===== src/rtl/emin_sched.sv =====
// emin_sched -- sweeps the emin engine over rows i = 0..I-1 of the E buffer.
//
// For each row it issues one launch to emin, then collects results j = 0..i
// in order. Each result is written to the E buffer at i*I + j. An
// out-of-order j, or a silent emin, parks the block in ERR with a sticky
// error flag. The E-buffer base address advances by I per row through an
// adder, so there is no multiplier.
//
// Optional feature: define EMIN_SCHED_ARGMIN_EN to track each row's signed
// minimum and its j. The default build ties row_min_out, row_argmin_out and
// row_valid_out to zero.
//
// Ports
//   clk_in, rst_in                  clock, asynchronous active-low reset
//   start_in, abort_in              one-cycle control pulses
//   emin_i_out, emin_valid_out      launch request to emin
//   emin_j_in, emin_data_in,
//   emin_valid_in                   result stream from emin
//   wr_addr_out, wr_data_out,
//   wr_en_out                       E buffer write port (registered)
//   row_min_out, row_argmin_out,
//   row_valid_out                   per-row minimum (EMIN_SCHED_ARGMIN_EN only)
//   busy_out, done_out, error_out   status
//
// state    | meaning
// ---------+---------------------------------------------------------------
// IDLE     | waiting for start_in
// LAUNCH   | one-cycle emin_valid_out for row cur_i
// WAIT_ROW | collecting results j = 0..cur_i
// NEXT     | row finished; advance to the next row or finish the sweep
// DRAIN    | aborted; waiting for the in-flight row to end (or timeout)
// DONE     | one-cycle done_out
// ERR      | out-of-order result or timeout; waiting for start_in
module emin_sched #(
  parameter int BIT_WIDTH = 32,
  parameter int I         = 160,
  parameter int TIMEOUT   = 255
) (
  input  logic                      clk_in,
  input  logic                      rst_in,
  input  logic                      start_in,
  input  logic                      abort_in,
  output logic [$clog2(I)-1:0]      emin_i_out,
  output logic                      emin_valid_out,
  input  logic [$clog2(I)-1:0]      emin_j_in,
  input  logic [BIT_WIDTH-1:0]      emin_data_in,
  input  logic                      emin_valid_in,
  output logic [$clog2(I*I)-1:0]    wr_addr_out,
  output logic [BIT_WIDTH-1:0]      wr_data_out,
  output logic                      wr_en_out,
  output logic [BIT_WIDTH-1:0]      row_min_out,
  output logic [$clog2(I)-1:0]      row_argmin_out,
  output logic                      row_valid_out,
  output logic                      busy_out,
  output logic                      done_out,
  output logic                      error_out
);

  localparam int IW = $clog2(I);
  localparam int AW = $clog2(I*I);
  localparam int CW = $clog2(TIMEOUT+1);

  typedef enum logic [2:0] {
    IDLE, LAUNCH, WAIT_ROW, NEXT, DRAIN, DONE, ERR
  } state_t;

  state_t          state, state_nxt;
  logic [IW-1:0]   cur_i, exp_j;
  logic [AW-1:0]   base;
  logic [CW-1:0]   idle_cnt;

  logic start_ok, last_row, row_end, accept, mismatch, timeout_hit;

  assign start_ok    = start_in && (state == IDLE || state == ERR);
  assign last_row    = (cur_i == IW'(I-1));
  assign row_end     = emin_valid_in && (emin_j_in == cur_i);
  assign accept      = (state == WAIT_ROW) && emin_valid_in && !abort_in &&
                       (emin_j_in == exp_j);
  assign mismatch    = (state == WAIT_ROW) && emin_valid_in && !abort_in &&
                       (emin_j_in != exp_j);
  // idle_cnt holds the number of cycles since the last launch or result, so
  // error_out rises exactly TIMEOUT cycles after that activity.
  assign timeout_hit = !emin_valid_in && (idle_cnt == CW'(TIMEOUT-1));

  always_ff @(posedge clk_in or negedge rst_in) begin
    if (!rst_in) state <= IDLE;
    else         state <= state_nxt;
  end

  always_comb begin
    state_nxt = state;
    case (state)
      IDLE:     if (start_in) state_nxt = LAUNCH;
      LAUNCH:   state_nxt = abort_in ? DRAIN : WAIT_ROW;
      WAIT_ROW: begin
        if (abort_in) begin
          // An aborted result that already ends the row leaves nothing to drain.
          state_nxt = row_end ? IDLE : DRAIN;
        end else if (mismatch || timeout_hit) begin
          state_nxt = ERR;
        end else if (accept && row_end) begin
          state_nxt = NEXT;
        end
      end
      NEXT:     state_nxt = last_row ? DONE : LAUNCH;
      DRAIN:    if (row_end || timeout_hit) state_nxt = IDLE;
      DONE:     state_nxt = IDLE;
      ERR:      if (start_in) state_nxt = LAUNCH;
      default:  state_nxt = IDLE;
    endcase
  end

  always_ff @(posedge clk_in or negedge rst_in) begin
    if (!rst_in) begin
      cur_i       <= '0;
      exp_j       <= '0;
      base        <= '0;
      idle_cnt    <= '0;
      error_out   <= 1'b0;
      wr_en_out   <= 1'b0;
      wr_addr_out <= '0;
      wr_data_out <= '0;
    end else begin
      wr_en_out <= 1'b0;
      if (start_ok) begin
        cur_i     <= '0;
        base      <= '0;
        error_out <= 1'b0;
      end
      if (state == LAUNCH) begin
        exp_j    <= '0;
        idle_cnt <= CW'(1);
      end
      if (state == WAIT_ROW || state == DRAIN) begin
        idle_cnt <= emin_valid_in ? CW'(1) : idle_cnt + CW'(1);
      end
      if (accept) begin
        wr_en_out   <= 1'b1;
        wr_addr_out <= base + AW'(exp_j);
        wr_data_out <= emin_data_in;
        exp_j       <= exp_j + IW'(1);
      end
      if (mismatch || (state == WAIT_ROW && !abort_in && timeout_hit)) begin
        error_out <= 1'b1;
      end
      if (state == NEXT && !last_row) begin
        cur_i <= cur_i + IW'(1);
        base  <= base + AW'(I);
      end
    end
  end

  assign emin_valid_out = (state == LAUNCH);
  assign emin_i_out     = (state == LAUNCH) ? cur_i : '0;
  assign busy_out       = (state != IDLE) && (state != ERR);
  assign done_out       = (state == DONE);

`ifdef EMIN_SCHED_ARGMIN_EN
  logic signed [BIT_WIDTH-1:0] min_q;
  logic [IW-1:0]               arg_q;

  // Strict less-than keeps the lowest j on ties.
  always_ff @(posedge clk_in or negedge rst_in) begin
    if (!rst_in) begin
      min_q <= '0;
      arg_q <= '0;
    end else if (accept) begin
      if (exp_j == '0 || $signed(emin_data_in) < min_q) begin
        min_q <= $signed(emin_data_in);
        arg_q <= exp_j;
      end
    end
  end

  assign row_min_out    = min_q;
  assign row_argmin_out = arg_q;
  assign row_valid_out  = (state == NEXT);
`else
  assign row_min_out    = '0;
  assign row_argmin_out = '0;
  assign row_valid_out  = 1'b0;
`endif

endmodule


===== config.mk =====
export PLATFORM = sky130hd
export DESIGN_NAME = emin_sched
export DESIGN_NICKNAME = d
export VERILOG_FILES = /design/src/rtl/emin_sched.sv
export SDC_FILE = /design/constraint.sdc
export NUM_CORES = 1
export LEC_CHECK = 0
export BUFFER_PORTS_ARGS = -buffer_cell sky130_fd_sc_hd__buf_2
export CAP_MARGIN = 20
export CORE_MARGIN = 2
export CORE_UTILIZATION = 35
export CTS_CLUSTER_SIZE = 30
export DETAILED_ROUTE_END_ITERATION = 8
export GPL_ROUTABILITY_DRIVEN = 0
export PLACE_DENSITY = 0.59
export SLEW_MARGIN = 20
export SYNTH_ARGS = -nofsm -noshare
export SYNTH_HDL_FRONTEND = slang
export SYNTH_SLANG_ARGS = --single-unit
export TNS_END_PERCENT = 10

===== constraint.sdc =====
create_clock -name clk_in -period 3.1 [get_ports clk_in]
set_input_delay 0 -clock clk_in [delete_from_list [all_inputs] [get_ports clk_in]]
set_output_delay 0 -clock clk_in [all_outputs]
set_load 0.1 [all_outputs]

==> flow_summary.yaml, run 1 <==
worst_setup_path:
  end_kind: "flip-flop"
  crit_path_max_fanout: 54
  slowest_stage: "or4_1"
  cp.required_ns: 3.38
  critPathMaxStageDelay_ns: 0.55
  worstPathArrival_ns: 2.68
  crit_type: "reg -> reg"
  crit_chain: "or3b_4 > nor2_2 > nand4_2 > buf_4 > or4_1 > a21oi_1"
  critPathLaunchType: "flip-flop"
final_layout:
  antenna_cells: 0
  fin_nets: 707
  syn2layout_area_growth_pct: 26.0
  drive_gt1_frac: 0.207
  fillers: 1275
die:
  rows: 41
  die_w_um: 119
  die-area_um2: 14100
  ios: 146
  die_h_um: 119
  core_area_um2: 12700
  start_util: 0.361
route:
  initialDrtViolationCount: 263
  postRouteAntennaNets: 0
  drcViolationCount: 0
  firstDrtPassIters: 4
  avgRoutedWirePerCell_um: 13.6
  vias_per_cell: 4.64
  routed_wl_mm: 11.3
  vias: 3850
synthesis:
  syn_area_per_cell_um2: 8.82
  yosysSeqAreaShare: 0.469
  synth_most_common_cell: "nand2_1"
  synthTopCellsByArea: "dfrtp_1 47%, nand2_1 13%, buf_4 6.9%, xnor2_1 4.0%, o21ai_0 3.6%"
  yosysTopAreaCell: "dfrtp_1"
  synth_common_cells: "153 x nand2_1, 86 x dfrtp_1, 42 x buf_4"
  synthesis.area_um2: 4590
  synthCells: 521
  ys.warnings.count: 0
  synth-main-ff-cell: "dfrtp_1"
  netlist.area_leader.share: 0.469
  ys_ff_latch: 86
  async_reset_ff_frac: 1.00
  yosysUniqueCellTypes: 52
  synth-edff-count: 0
global_routing:
  overflow: 0
  grt_pass1_wl_mm: 18.6
  grt_use_total: 0.165
  antenna_found_initial: 0
  grt_pass1_vias: 3805
  grt_start_max_net_pins: 75
timing:
  rsz0062_at_grt: "no"
  setup_slack_ns: 0.701
  fmax_mhz: 417
  setup_viol: 0
  finalHoldViolCount: 0
  setup-tns-final_ns: 0
  fin_skew_ns: 0.0114
  fin_crit_ns: 2.40
  worst_slew_pin_slew_ns: 0.957
  slew_headroom: 0.362
  report.final.slew_viol_count: 0
  period_share: 0.774
run_status:
  status: "complete, no violations"
clocking:
  numCtsBuffers: 9
  path_clk_slew_ns: 0.07
  cts_tree: "built"
  clkSinkCount: 86
  h-tree-depth: 3
  postCtsSetupBuffers: 0
  cts_root_buffer: "clkbuf_16"
  clock_path_buffers: 2
  insertion_delay_ns: 0.35
power:
  ir_worst_vdd_mv: 0.368
  p_per_area_nw_per_um2: 628
  p_leak_nw: 3.12
run:
  drv_cap: 0
placement:
  portBuffers: 104
  pre_cts_ws_ns: 0.705
  dp_hpwl_mm: 7.82
min_path:
  worst_hold_path_type: "in -> reg"
## power breakdown
group          switching [W]  internal [W]
clock network       0.000476      0.000716
logic               0.000855      0.000272
registers           0.000122       0.00119
total                0.00145       0.00218
## worst max-delay path: cells and delay by family (launching register included)
kind,cells,cell delay [ns]
simple gates,4,1.33
flops,1,0.51
buf+inv,1,0.34
compound gates,1,0.15
## cell usage in the layout, fill, tap and decap left out, drive strengths merged, types with 3 or more instances in the layout
master	netlist	routed
a21oi	13	13
a31oi	3	3
and2	4	4
and3	15	15
buf	48	109
clkbuf	15	9
conb	1	42
dfrtp	86	86
dlygate4sd3	0	34
ha	9	9
inv	7	10
mux2	3	3
mux2i	6	6
nand2	153	153
nand3	17	17
nand4	6	6
nor2	19	19
nor2b	4	4
nor3	7	7
nor3b	3	3
nor4	3	3
o21ai	34	34
o31ai	5	5
o41ai	3	3
or3	3	3
xnor2	21	21
xor2	10	10
## per-stage QoR
stage / power, W / util / cell area, um^2 / instances / hold slack [ns]
after floorplan: 0.00224 / - / 4750 / 562 / -0.296
after global placement: 0.00241 / 0.402 / 5120 / 780 / 0.190
after detailed placement: 0.00243 / 0.402 / 5120 / 780 / 0.195
after CTS: 0.00368 / 0.455 / 5790 / 830 / 0.0272
after global routing: 0.00384 / 0.455 / 5790 / 830 / 0.0520
final: 0.00363 / 0.455 / 5790 / 830 / 0.0497
## per-layer routing
| metal | vias to the layer above | wire length (um) | GRT usage |
|---|---|---|---|
| met5 | - | 0 | 0 |
| met3 | 25 | 391 | 0.0323 |
| met1 | 1818 | 4970 | 0.200 |
| li1 | 1918 | - | - |
| met2 | 89 | 5530 | 0.273 |
| met4 | 0 | 385 | 0.0952 |
## area by class of cell
type / count / area (um^2) / area share
Multi-Input combinational cell: 405 / 2160 / 0.373
Sequential cell: 86 / 2150 / 0.372
Timing Repair Buffer: 143 / 901 / 0.156
Clock buffer: 9 / 225 / 0.0389
Tap cell: 172 / 215 / 0.0372
Clock inverter: 7 / 103 / 0.0177
Inverter: 8 / 30.0 / 0.00519
## flip-flops by register name (all words and copies together) (netlist names)
signal       count
wr_addr_out     15
wr_en_out        1
wr_data_out     32
error_out        1
base            10
exp_j            8
state            3
cur_i            8
idle_cnt         8
## final timing paths
| check | to | cells past startpoint | slack (ns) | startpoint |
|---|---|---|---|---|
| max in group asynchronous | wr_addr_out[9] | 3 | 2.02 | rst_in |
| worst min register to register | wr_data_out[21] | 2 | 0.47 | wr_data_out[21] |
| min in group asynchronous | cur_i[0] | 2 | 0.35 | rst_in |
| worst max-delay path | exp_j[7] | 6 | 0.70 | state[0] |
| worst max register to register | exp_j[7] | 6 | 0.70 | state[0] |
| worst min-delay path | exp_j[0] | 3 | 0.05 | emin_valid_in |
## repair_timing
item	in CTS	in global routing
hold endpoints to repair	106	0
hold buffers	34	0
setup endpoints to repair	0	0
gates resized for setup	0	0
## cells by family after synthesis
kind of cell / after synthesis / share of synthesized area
and+or+nand+nor: 242 / 0.237
DFF: 86 / 0.469
AOI/OAI and AO/OA: 72 / 0.0948
buffers and inverters: 71 / 0.0948
xor gates and xnor gates: 31 / 0.0591
adders and majority gates: 9 / 0.0245
muxes: 9 / 0.0204
other: 1 / 0.000816
Note: power is estimated with default switching activity, not from simulation.
==> run 2: changes to the inputs <==
ABC_AREA = 1   (was default)
clock period = 2.3 ns   (was 3.1 ns; I/O delays follow)
==> flow_summary.yaml, run 2 <==
run_status:
  status: "complete, no violations"
synthesis:
  synth_common_cells: "218 x nand2_1, 86 x dfrtp_1, 60 x inv_1"
  syn_area_per_cell_um2: 7.74
  synthesis.area_um2: 4780
  synthCells: 618
  ys.warnings.count: 0
  yosysUniqueCellTypes: 34
  async_reset_ff_frac: 1.00
  yosysTopAreaCell: "dfrtp_1"
  synth_most_common_cell: "nand2_1"
  netlist.area_leader.share: 0.450
  synthTopCellsByArea: "dfrtp_1 45%, nand2_1 17%, buf_4 6.6%, inv_1 4.7%, nor2_1 3.5%"
  synth-edff-count: 0
  synth-main-ff-cell: "dfrtp_1"
  ys_ff_latch: 86
  yosysSeqAreaShare: 0.450
clocking:
  clock_path_buffers: 2
  insertion_delay_ns: 0.35
  path_clk_slew_ns: 0.06
  cts_resized: 0
  h-tree-depth: 3
  numCtsBuffers: 9
  cts_root_buffer: "clkbuf_16"
  clkSinkCount: 86
  cts_tree: "built"
route:
  postRouteAntennaNets: 0
  avgRoutedWirePerCell_um: 12.8
  drcViolationCount: 0
  vias_per_cell: 4.58
  vias: 4295
  routed_wl_mm: 12.0
  firstDrtPassIters: 4
  initialDrtViolationCount: 246
timing:
  period_share: 0.883
  rsz0062_at_grt: "no"
  setup-tns-final_ns: 0
  finalHoldViolCount: 0
  setup_viol: 0
  fin_crit_ns: 2.03
  setup_slack_ns: 0.270
  slew_headroom: 0.628
  fin_skew_ns: 0.00590
  worst_slew_pin_slew_ns: 0.555
  fmax_mhz: 493
  report.final.slew_viol_count: 0
die:
  die_w_um: 121
  ios: 146
  die_h_um: 121
  die-area_um2: 14600
  rows: 42
  start_util: 0.360
  core_area_um2: 13300
final_layout:
  largest_reg_flops: 32
  fin_nets: 811
  final_common_cell: "nand2_1"
  multi_input_area_um2: 2140
  reg.largest.list: "wr_data_out x32, wr_addr_out x15, base x10"
  stdcell_area_um2: 5980
  fillers: 1311
  regMostFlops: "wr_data_out"
  most-common-layout-cells: "218 x nand2_1, 103 x buf_2, 86 x dfrtp_1"
  antenna_cells: 0
  drive_gt1_frac: 0.194
  seqCellArea_um2: 2150
  syn2layout_area_growth_pct: 25.1
worst_setup_path:
  crit_path_max_fanout: 16
  worstPathArrival_ns: 2.29
  cp.required_ns: 2.56
  critPathLaunchType: "flip-flop"
  ff2ff_path_depth: 9
  r2r_end: "base[7]"
  reg2reg_slack_ns: 0.27
  endpoint: "base[7]"
  end_kind: "flip-flop"
  crit_path_start: "cur_i[1]"
  crit_type: "reg -> reg"
  rr_startpoint: "cur_i[1]"
power:
  seqPwrFrac: 0.367
  switching_share: 0.394
  p_switching_w: 0.00181
  power_frac_comb: 0.306
  p_per_area_nw_per_um2: 768
  p_clk_frac: 0.327
  p_leak_nw: 3.22
  power.total_w: 0.00460
  ir_worst_vdd_mv: 0.381
  p_int_w: 0.00278
min_path:
  worst_hold_path_type: "in -> reg"
global_routing:
  grt_pass1_wl_mm: 19.6
  overflow: 0
  grt_pass1_vias: 4086
  grt_start_max_net_pins: 42
  grt_use_total: 0.170
  antenna_found_initial: 0
placement:
  portBuffers: 104
  dp_hpwl_mm: 8.45
  pre_cts_ws_ns: 0.263
  dpl_cell_area_um2: 5340
run:
  drv_cap: 0
run 2: changes by cell type after synthesis, sizes merged, moves of 15 or more:
cell   before  now
inv         7   64
and3       15    0
o22ai       1   16
xnor2      21    6
nor2       19   48
nand2     153  221
run 2: what timing repair did:
item,CTS,global route
setup buffers,0,0
hold buffers,34,0
endpoints found under the setup margin,0,0
hold endpoints to repair,71,0
run 2: worst max-delay path: stages, from the launching register on:
cell     delay, ns
dfrtp_1       0.39
ha_1          0.18
nand2_1       0.06
inv_1         0.07
nand2_1       0.08
nor2_2        0.13
nand4_1       0.13
nand2_1       0.38
nand2_2       0.30
o21ai_0       0.24
run 2: final cells by class:
cell class                      instances  share of cell area
Clock buffer                           12              0.0429
Clock inverter                          4             0.00753
Inverter                               64              0.0401
Multi-Input combinational cell        451               0.358
Sequential cell                        86               0.360
Tap cell                              176              0.0368
Timing Repair Buffer                  145               0.155
run 2: logic make-up after synthesis:
group / Yosys count / share of synthesized area
AOI/OAI and AO/OA: 66 / 0.0785
xor gates and xnor gates: 24 / 0.0439
adders and majority gates: 9 / 0.0235
buffers and inverters: 122 / 0.140
DFF: 86 / 0.450
other: 1 / 0.000784
and+or+nand+nor: 310 / 0.263
run 2: metrics by stage:
step	hold WS (ns)	cells	utilization
global route	0.133	938	0.450
global placement	0.0148	888	0.402
floorplan	-0.296	659	-
CTS	0.0753	938	0.450
finish	0.0959	938	0.450
detailed placement	0.0296	888	0.402
run 2: power by group through the flow:
stage / Combinational (W) / Sequential (W) / Clock, W
6_report: 0.00141 / 0.00169 / 0.00150
5_1_grt: 0.00154 / 0.00170 / 0.00160
4_1_cts: 0.00140 / 0.00169 / 0.00154
3_5_place_dp: 0.00136 / 0.00171 / 0
3_3_place_gp: 0.00134 / 0.00171 / 0
2_1_floorplan: 0.00108 / 0.00177 / 0
run 2: worst min-delay path by stage:
stage | to | cells after the start | startpoint
global placement | wr_data_out[28] | 1 | rst_in
global route | state[1] | 5 | start_in
detailed placement | wr_data_out[28] | 1 | rst_in
floorplan | base[10] | 0 | rst_in
CTS | state[1] | 5 | start_in
finish | state[1] | 5 | start_in
run 2: layer usage:
| metal | global-route usage | part of all wire | vias up |
|---|---|---|---|
| met3 | 0.0371 | 0.054 | 18 |
| met1 | 0.233 | 0.46 | 2000 |
| li1 | - | - | 2133 |
| met5 | 0 | 0 | - |
| met2 | 0.263 | 0.46 | 144 |
| met4 | 0.0676 | 0.022 | 0 |
==> run 3: changes to the inputs <==
CORE_UTILIZATION = 47   (was 35)
PLACE_DENSITY = 0.78   (was 0.59)
clock period = 1.85 ns   (was 2.3 ns; I/O delays follow)
==> flow_summary.yaml, run 3 (synthesis gave the netlist of run 2 again) <==
final_layout:
  seqCellArea_um2: 2150
  syn2layout_area_growth_pct: 25.3
  drive_gt1_frac: 0.211
  layoutNonFillerInstCount: 900
  reg.largest.list: "wr_data_out x32, wr_addr_out x15, base x10"
  final_common_cell: "nand2_1"
  fillers: 850
  largest_reg_flops: 32
  multi_input_area_um2: 2240
  antenna_cells: 0
  most-common-layout-cells: "214 x nand2_1, 96 x buf_2, 86 x dfrtp_1"
  regMostFlops: "wr_data_out"
  fin_nets: 817
worst_setup_path:
  crit_type: "reg -> out"
  rr_startpoint: "exp_j[4]"
  crit_chain: "inv_2 > nand2_2 > nor2_4 > inv_2 > buf_4 > nor2_4 > buf_4"
  critPathMaxStageDelay_ns: 0.43
  critPathLaunchType: "flip-flop"
  crit_path_start: "state[1]"
  reg2reg_slack_ns: 0.12
  ff2ff_path_depth: 10
  end_kind: "output port"
  crit_path_max_fanout: 9
  worstPathArrival_ns: 1.74
  slowest_stage: "dfrtp_1"
  r2r_end: "wr_data_out[10]"
  cp.required_ns: 1.85
route:
  avgRoutedWirePerCell_um: 13.2
  vias_per_cell: 4.89
  vias: 4399
  firstDrtPassIters: 4
  postRouteAntennaNets: 0
  initialDrtViolationCount: 222
  routed_wl_mm: 11.9
  drcViolationCount: 0
timing:
  period_share: 0.941
  report.final.slew_viol_count: 0
  setup-tns-final_ns: 0
  finalHoldViolCount: 0
  fin_crit_ns: 1.74
  setup_viol: 0
  slew_headroom: 0.602
  fin_skew_ns: 0.0115
  setup_slack_ns: 0.109
  worst_slew_pin_slew_ns: 0.597
  fmax_mhz: 574
global_routing:
  grt_pass1_wl_mm: 19.5
  overflow: 0
  grtUsageMet1: 0.274
  grt_pass1_vias: 4182
  top_usage_layer: "met2"
  use_met2: 0.374
  antenna_found_initial: 0
  grt_use_total: 0.218
  use_met3: 0.0306
  grt_start_max_net_pins: 46
power:
  p_leak_nw: 3.20
  ir_worst_vdd_mv: 0.462
  p_per_area_nw_per_um2: 877
  power.total_w: 0.00526
min_path:
  holdPathEnd: "state[1]"
  whs_path_depth: 4
  hold_path.startpoint: "abort_in"
  worst_hold_path_type: "in -> reg"
die:
  core_area_um2: 9820
  die-area_um2: 11000
  start_util: 0.487
  die_w_um: 105
  ios: 146
  die_h_um: 105
  rows: 36
run_status:
  status: "complete, no violations"
placement:
  dp_hpwl_mm: 8.46
  portBuffers: 104
  pre_cts_ws_ns: -0.0273
  placedCellCount: 849
run:
  drv_cap: 0
clocking:
  path_clk_slew_ns: 0.08
  h-tree-depth: 3
  clock_path_buffers: 2
  numCtsBuffers: 9
  cts_root_buffer: "clkbuf_8"
  clkSinkCount: 86
  cts_tree: "built"
  insertion_delay_ns: 0.36
## run 3: cell count changes in the layout (fill, tap and decap cells not counted), sizes merged
| cell | before | now |
|---|---|---|
| clkbuf | 12 | 14 |
| clkinv | 3 | 0 |
| buf | 111 | 118 |
| dlygate4sd3 | 34 | 33 |
## run 3: repair_timing
action | CTS | global route
pin swaps | 0 | 1
hold buffers | 33 | 0
endpoints found under the setup margin | 13 | 76
hold endpoints to repair | 75 | 0
resized for setup | 8 | 18
buffers inserted | 0 | 3
## run 3: how the worst max path moves through the flow
| stage | to | slack (ns) | cells past startpoint |
|---|---|---|---|
| after floorplan | emin_i_out[0] | -0.03 | 6 |
| after global placement | base[9] | 0.11 | 9 |
| after detailed placement | base[6] | -0.03 | 9 |
| after CTS | wr_addr_out[10] | 0.01 | 7 |
| after global routing | base[9] | -0.03 | 10 |
| final | emin_i_out[4] | 0.11 | 7 |
## run 3: layout make-up
cell class / instances / share of cell area
clock buffer: 14 / 0.0255
multi-input combinational: 451 / 0.373
timing repair buffer: 151 / 0.169
clock inverter: 1 / 0.00501
inverter: 64 / 0.0405
sequential: 86 / 0.359
tap: 133 / 0.0278
## run 3: per-layer routing
metal	vias to the layer above	wire length, um
li1	2145	-
met1	2056	4950
met5	-	0
met2	178	5880
met3	20	756
met4	0	270
## run 3: report_power, final
part | internal (W) | leakage [nW] | switching, W
combinational | 0.000416 | 1.91 | 0.00145
clock | 0.000658 | 0.0908 | 0.000644
sequential | 0.00198 | 1.19 | 0.000107
total | 0.00306 | 3.20 | 0.00220
## run 3: through the flow
stage	area (um^2)	util	hold slack, ns
floorplan	5030	-	-0.296
global placement	5380	0.548	0.0473
detailed placement	5380	0.548	0.0486
CTS	5910	0.602	0.00624
global route	6000	0.611	0.0675
finish	6000	0.611	0.0313
## run 3: critical path, delay by kind of cell, from the launching register on
kind / cells / cell delay, ns
buffers and inverters: 4 / 0.67
DFF: 1 / 0.43
and+or+nand+nor: 3 / 0.27
